==> src/rtl/data_axi_pkg.sv <==
// Shared types, AXI tie-off constants and the byte-strobe rule for the data-side AXI bridge.
// Optional posted-write behaviour is selected in the top by DATA_AXI_POSTED_WR_EN.
package data_axi_pkg;

   localparam int unsigned ADDR_W   = 32;
   localparam int unsigned DATA_W   = 32;
   localparam int unsigned STRB_W   = 4;
   localparam int unsigned SIZE_W   = 2;
   localparam int unsigned AXSIZE_W = 3;

   typedef enum logic [2:0] {
      IDLE,
      RD_ADDR,
      RD_DATA,
      WR_REQ,
      WR_RESP
   } state_e;

   localparam logic [SIZE_W-1:0] SIZE_BYTE = 2'b00;
   localparam logic [SIZE_W-1:0] SIZE_HALF = 2'b01;
   localparam logic [SIZE_W-1:0] SIZE_WORD = 2'b10;

   localparam logic [3:0] AXI_ID         = 4'd1;
   localparam logic [3:0] AXI_LEN        = 4'd0;
   localparam logic [1:0] AXI_BURST_INCR = 2'b01;
   localparam logic       AXI_WLAST      = 1'b1;
   localparam logic [1:0] AXI_LOCK       = 2'b00;
   localparam logic [3:0] AXI_CACHE      = 4'b0000;
   localparam logic [2:0] AXI_PROT       = 3'b000;

   // Latched request payload, held stable for the whole AXI transaction.
   typedef struct packed {
      logic [ADDR_W-1:0] addr;
      logic [SIZE_W-1:0] size;
      logic [DATA_W-1:0] wdata;
      logic [STRB_W-1:0] wstrb;
   } req_t;

   // Size 2'b11 is illegal and falls through to a full-word strobe.
   function automatic logic [STRB_W-1:0] wstrb_f(input logic [SIZE_W-1:0] size,
                                                 input logic [1:0]        addr_lo);
      logic [STRB_W-1:0] strb;
      case (size)
         SIZE_BYTE: strb = 4'b0001 << addr_lo;
         SIZE_HALF: strb = addr_lo[1] ? 4'b1100 : 4'b0011;
         default:   strb = 4'b1111;
      endcase
      return strb;
   endfunction

endpackage

==> src/rtl/data_wstrb_gen.sv <==
// Combinational write-strobe generator from access size and low address bits.
module data_wstrb_gen
   import data_axi_pkg::*;
(
   input  logic [SIZE_W-1:0] size_i,
   input  logic [1:0]        addr_lo_i,
   output logic [STRB_W-1:0] wstrb_o
);

   assign wstrb_o = wstrb_f(size_i, addr_lo_i);

endmodule

==> src/rtl/data_sram_axi_bridge.sv <==
// sram-like to single-beat AXI3 bridge for the CPU data port, one transaction outstanding.
// Define DATA_AXI_POSTED_WR_EN to complete writes on AW/W handshake instead of on B.
module data_sram_axi_bridge
   import data_axi_pkg::*;
(
   input  logic                clk,
   input  logic                rst,

   input  logic                data_req,
   input  logic                data_wr,
   input  logic [SIZE_W-1:0]   data_size,
   input  logic [ADDR_W-1:0]   data_addr,
   input  logic [DATA_W-1:0]   data_wdata,
   output logic [DATA_W-1:0]   data_rdata,
   output logic                data_addr_ok,
   output logic                data_data_ok,

   output logic [ADDR_W-1:0]   araddr,
   output logic [AXSIZE_W-1:0] arsize,
   output logic                arvalid,
   input  logic                arready,
   input  logic [DATA_W-1:0]   rdata,
   input  logic                rvalid,
   output logic                rready,

   output logic [ADDR_W-1:0]   awaddr,
   output logic [AXSIZE_W-1:0] awsize,
   output logic                awvalid,
   input  logic                awready,
   output logic [DATA_W-1:0]   wdata,
   output logic [STRB_W-1:0]   wstrb,
   output logic                wvalid,
   input  logic                wready,
   input  logic                bvalid,
   output logic                bready
);

   state_e            state_q, state_d;
   req_t              req_q, req_d;
   logic              aw_done_q, aw_done_d;
   logic              w_done_q, w_done_d;
   logic [DATA_W-1:0] rdata_q, rdata_d;
   logic [STRB_W-1:0] wstrb_c;
   logic              aw_now_c, w_now_c;
`ifdef DATA_AXI_POSTED_WR_EN
   logic              b_pending_q, b_pending_d;
`endif

   data_wstrb_gen u_wstrb_gen (
      .size_i    (data_size),
      .addr_lo_i (data_addr[1:0]),
      .wstrb_o   (wstrb_c)
   );

   always_ff @(posedge clk or posedge rst) begin
      if (rst) begin
         state_q     <= IDLE;
         req_q       <= '0;
         aw_done_q   <= 1'b0;
         w_done_q    <= 1'b0;
         rdata_q     <= '0;
`ifdef DATA_AXI_POSTED_WR_EN
         b_pending_q <= 1'b0;
`endif
      end else begin
         state_q     <= state_d;
         req_q       <= req_d;
         aw_done_q   <= aw_done_d;
         w_done_q    <= w_done_d;
         rdata_q     <= rdata_d;
`ifdef DATA_AXI_POSTED_WR_EN
         b_pending_q <= b_pending_d;
`endif
      end
   end

   always_comb begin
      state_d      = state_q;
      req_d        = req_q;
      aw_done_d    = aw_done_q;
      w_done_d     = w_done_q;
      rdata_d      = rdata_q;
`ifdef DATA_AXI_POSTED_WR_EN
      b_pending_d  = b_pending_q;
`endif
      aw_now_c     = 1'b0;
      w_now_c      = 1'b0;
      data_addr_ok = 1'b0;
      data_data_ok = 1'b0;
      data_rdata   = rdata_q;
      arvalid      = 1'b0;
      rready       = 1'b0;
      awvalid      = 1'b0;
      wvalid       = 1'b0;
      bready       = 1'b0;

      case (state_q)
         IDLE: begin
`ifdef DATA_AXI_POSTED_WR_EN
            data_addr_ok = data_req & ~rst & ~b_pending_q;
`else
            data_addr_ok = data_req & ~rst;
`endif
            if (data_addr_ok) begin
               req_d.addr  = data_addr;
               req_d.size  = data_size;
               req_d.wdata = data_wdata;
               req_d.wstrb = wstrb_c;
               state_d     = data_wr ? WR_REQ : RD_ADDR;
            end
         end
         RD_ADDR: begin
            arvalid = 1'b1;
            if (arready) state_d = RD_DATA;
         end
         RD_DATA: begin
            rready = 1'b1;
            if (rvalid) begin
               data_data_ok = 1'b1;
               data_rdata   = rdata;
               rdata_d      = rdata;
               state_d      = IDLE;
            end
         end
         WR_REQ: begin
            // Each channel's valid drops once its own handshake has been seen.
            awvalid  = ~aw_done_q;
            wvalid   = ~w_done_q;
            aw_now_c = aw_done_q | (awvalid & awready);
            w_now_c  = w_done_q | (wvalid & wready);
            if (aw_now_c && w_now_c) begin
               aw_done_d = 1'b0;
               w_done_d  = 1'b0;
               state_d   = WR_RESP;
`ifdef DATA_AXI_POSTED_WR_EN
               data_data_ok = 1'b1;
               b_pending_d  = 1'b1;
`endif
            end else begin
               aw_done_d = aw_now_c;
               w_done_d  = w_now_c;
            end
         end
         WR_RESP: begin
            bready = 1'b1;
            if (bvalid) begin
               state_d = IDLE;
`ifdef DATA_AXI_POSTED_WR_EN
               b_pending_d = 1'b0;
`else
               data_data_ok = 1'b1;
`endif
            end
         end
         default: state_d = IDLE;
      endcase
   end

   assign araddr = req_q.addr;
   assign arsize = {1'b0, req_q.size};
   assign awaddr = req_q.addr;
   assign awsize = {1'b0, req_q.size};
   assign wdata  = req_q.wdata;
   assign wstrb  = req_q.wstrb;

endmodule

==> config.mk <==
export PLATFORM = sky130hd
export DESIGN_NAME = data_sram_axi_bridge
export DESIGN_NICKNAME = d
export VERILOG_FILES = /design/src/rtl/data_axi_pkg.sv /design/src/rtl/data_wstrb_gen.sv /design/src/rtl/data_sram_axi_bridge.sv
export SDC_FILE = /design/constraint.sdc
export NUM_CORES = 1
export LEC_CHECK = 0
export ABC_AREA = 1
export BUFFER_PORTS_ARGS = -buffer_cell sky130_fd_sc_hd__buf_2
export CAP_MARGIN = 20
export CORE_ASPECT_RATIO = 2
export CORE_MARGIN = 2
export CORE_UTILIZATION = 48
export CTS_BUF_LIST = sky130_fd_sc_hd__clkbuf_8 sky130_fd_sc_hd__clkbuf_16
export DETAILED_ROUTE_END_ITERATION = 8
export GPL_ROUTABILITY_DRIVEN = 0
export GPL_TIMING_DRIVEN = 0
export MAX_ROUTING_LAYER = met4
export PLACE_DENSITY_LB_ADDON = 0.12
export SLEW_MARGIN = 20
export SYNTH_ARGS = -nofsm -noshare
export SYNTH_HDL_FRONTEND = slang
export SYNTH_SLANG_ARGS = --single-unit
==> constraint.sdc <==
create_clock -name clk -period 12.8 [get_ports clk]
set_input_delay 2.56 -clock clk [delete_from_list [all_inputs] [get_ports clk]]
set_output_delay 2.56 -clock clk [all_outputs]
set_load 0.02 [all_outputs]
==> results.md <==
* TritonRoute pass-1 iters at 4
* Die W at between 70 and 80 µm
* Initial Util at 49.7%
* Wirelength per Cell at around 13 µm
* Pwr Total at around 1.7 mW
* Design area at roughly 6200 µm²
* Vias in the first global route at roughly 4000
* Yosys top cell area share at between 50% and 60%
* GRT Residual Overflow at 0
* Fin nets at slightly below 900
* VDD IR max at about 190 µV
* Core area at approximately 9000 µm²
* CP max FO at 60
* Avg Vias per Cell at roughly 4.6
* MaxCap Viol Count at 0
* Reg2Reg Launch Point: state_q[0]
* Ant. Diodes at 0
* Global-route wire length before repair at 18600 µm
* Clk buf depth at 2
* Outcome: completed
* Seq cells post-synth at about 110
* CTS tree: built
* Clock skew at 7.12 ps
* CP Capture Type: output pin
* Post-CTS sizing at 0
* Pin count of the biggest net entering global routing at 61
* Maximum clock rate at about 150 MHz
* TritonCTS Sinks at roughly 110
* Top cells by area, synth: dfrtp_1 (60%), nand2_1 (25%), buf_4 (6.2%)
* Die H at 141 µm
* Clock Pin Slew Worst Setup and Hold Paths at around 70 ps
* Mapped Area at between 4000 and 5000 µm²
* Slew Viols, Final at 0
* Req. time, crit path at between 10000 and 15000 ps
* Post-layout util at between 60% and 70%
* Leakage at around 3.8 nW
* Initial antenna violation count at 0
* Final setup violation count at 0
* Capturing point of the worst reg2reg path: araddr[10]
* CTS Hold Bufs at 0
* FP Rows at 49
* Gr usage total at 23.9%
* I/O pin cnt at 252
* H-tree level count at 3
* I/O Buffers at about 250
* Hold Path Cell Cnt at 2
* Sequential area share after synthesis at 59.8%
* Num CTS Buffers at 9
* Largest area contributor in the synthesized netlist: dfrtp_1
* CTS Root Cell: clkbuf_16
* Worst r2r path cells at 7
* Final ANT Viol Nets at 0
* Worst skew pair latency at 340 ps
* Min-delay src: rdata_q[22]
* Pwr Density at roughly 280 nW/µm²
* WHS Endpoint: rdata_q[22]
* Die area at just over 10000 µm²
* WP data arrival at between 4000 and 5000 ps
* CP Class: primary input to output pin
* Mapped Cells at 524
* DR iter-0 viols at around 170
* Area after DPL at 5890 µm²
* Vias at 4131
* Final min period at a little under 7000 ps
* Post-DP HPWL at between 9000 and 10000 µm
* RSZ-0062 raised after global routing: false
* R2R setup slack at 11270 ps
* Count of cell types in the netlist at 19
* Final wirelength at 11500 µm
* Syn Area/Cell at ~8.5 µm²
* Ys Warns at 0
* Post-CTS Setup Inserts at 0
* Share of cells above drive strength 1 at ~41%
* Hold Crit Class: register to register
* Tcrit/Tclk final at 53.1%
* DR DRC count at 0
* Startpoint Class: primary input
* Sum Neg Setup Slack at 0 ps
* Final hold vios at 0
* Area grow syn2layout at 38.0%
-- worst max path at each step --
| stage | start | endpoint | slack, ps | cells past startpoint |
|---|---|---|---|---|
| floorplan | rst | data_addr_ok | 4620 | 4 |
| global placement | rst | data_addr_ok | 3180 | 6 |
| detailed placement | rst | data_addr_ok | 5890 | 7 |
| CTS | rst | data_addr_ok | 5910 | 7 |
| global route | rst | data_addr_ok | 5790 | 7 |
| finish | rst | data_addr_ok | 6000 | 7 |
-- flip-flops by register name, indices dropped and copies added (netlist names) --
| name | flops |
|---|---|
| araddr | 32 |
| arsize | 2 |
| aw_done_q | 1 |
| rdata_q | 32 |
| state_q | 3 |
| w_done_q | 1 |
| wdata | 32 |
| wstrb | 4 |
-- cells by family (layout without fill, tap and decap cells) --
kind of cell,after synthesis,count (layout),synth area share (%)
buffers and inverters,75,341,9.87
other,1,2,0.0838
flip-flops,107,107,59.8
AND/OR/NAND/NOR,327,327,28.5
AO/OA/AOI/OAI,14,14,1.79
-- layer usage --
layer  vias up  global-route usage, %  share of wire [%]
met1      1878                   26.4                 38
met4         0                   9.24                2.1
met2       164                   41.5                 54
met5         -                      -                  0
met3        19                   4.93                6.4
li1       2070                      -                  -
-- cell usage after synthesis --
library cell,instances
nand4_1,2
nand3b_1,1
nor2_1,9
nor2_4,1
buf_6,1
clkbuf_1,7
nand3_1,8
inv_2,3
buf_2,11
o21bai_1,2
buf_4,37
conb_1,1
nand2_1,304
o21a_1,2
nand4_4,1
dfrtp_1,107
inv_1,16
o21ai_0,10
nor2_2,1
-- worst max-delay path, stage by stage --
cell and delay [ps]:
buf_2 120, inv_6 340, buf_16 310, nand4_4 240, inv_2 180, buf_2 220
buf_2 190
-- area by class of cell --
class	instances	area (µm²)
buffer	56	370
clock buffer	11	253
clock inverter	5	36.3
fill	777	2840
sequential	107	2680
tap	102	128
multi-input combinational	343	1360
inverter	19	76.3
timing repair buffer	250	1270
-- through the flow --
| step | hold slack, ps | setup slack [ps] | std cells |
|---|---|---|---|
| 2_1_floorplan | 541 | 4620 | 525 |
| 3_3_place_gp | 446 | 3180 | 876 |
| 3_5_place_dp | 454 | 5890 | 877 |
| 4_1_cts | 470 | 5910 | 893 |
| 5_1_grt | 488 | 5790 | 893 |
| 6_report | 466 | 6000 | 893 |
-- layout by cell type, fill, tap and decap left out --
| cell | Yosys | final |
|---|---|---|
| nand4_4 | 1 | 1 |
| clkinv_2 | 0 | 2 |
| inv_6 | 0 | 2 |
| clkbuf_1 | 7 | 7 |
| nor2_4 | 1 | 1 |
| o21ai_0 | 10 | 10 |
| dfrtp_1 | 107 | 107 |
| o21a_1 | 2 | 2 |
| nor2_1 | 9 | 9 |
| buf_4 | 37 | 37 |
| conb_1 | 1 | 2 |
| o21bai_1 | 2 | 2 |
| nor2_2 | 1 | 1 |
| nand2_1 | 304 | 304 |
| buf_6 | 1 | 1 |
| inv_1 | 16 | 15 |
| buf_2 | 11 | 260 |
| nand3b_1 | 1 | 1 |
| clkbuf_8 | 0 | 2 |
| nand3_1 | 8 | 8 |
| buf_16 | 0 | 1 |
| clkinv_4 | 0 | 2 |
| nand4_1 | 2 | 2 |
| clkbuf_16 | 0 | 9 |
| inv_2 | 3 | 3 |
-- power by group --
group	switching (mW)	internal, mW
Clock	0.118	0.143
Sequential	0.0916	0.494
Combinational	0.561	0.312
Total	0.771	0.949
No activity file was read; power rests on OpenSTA's default activity.
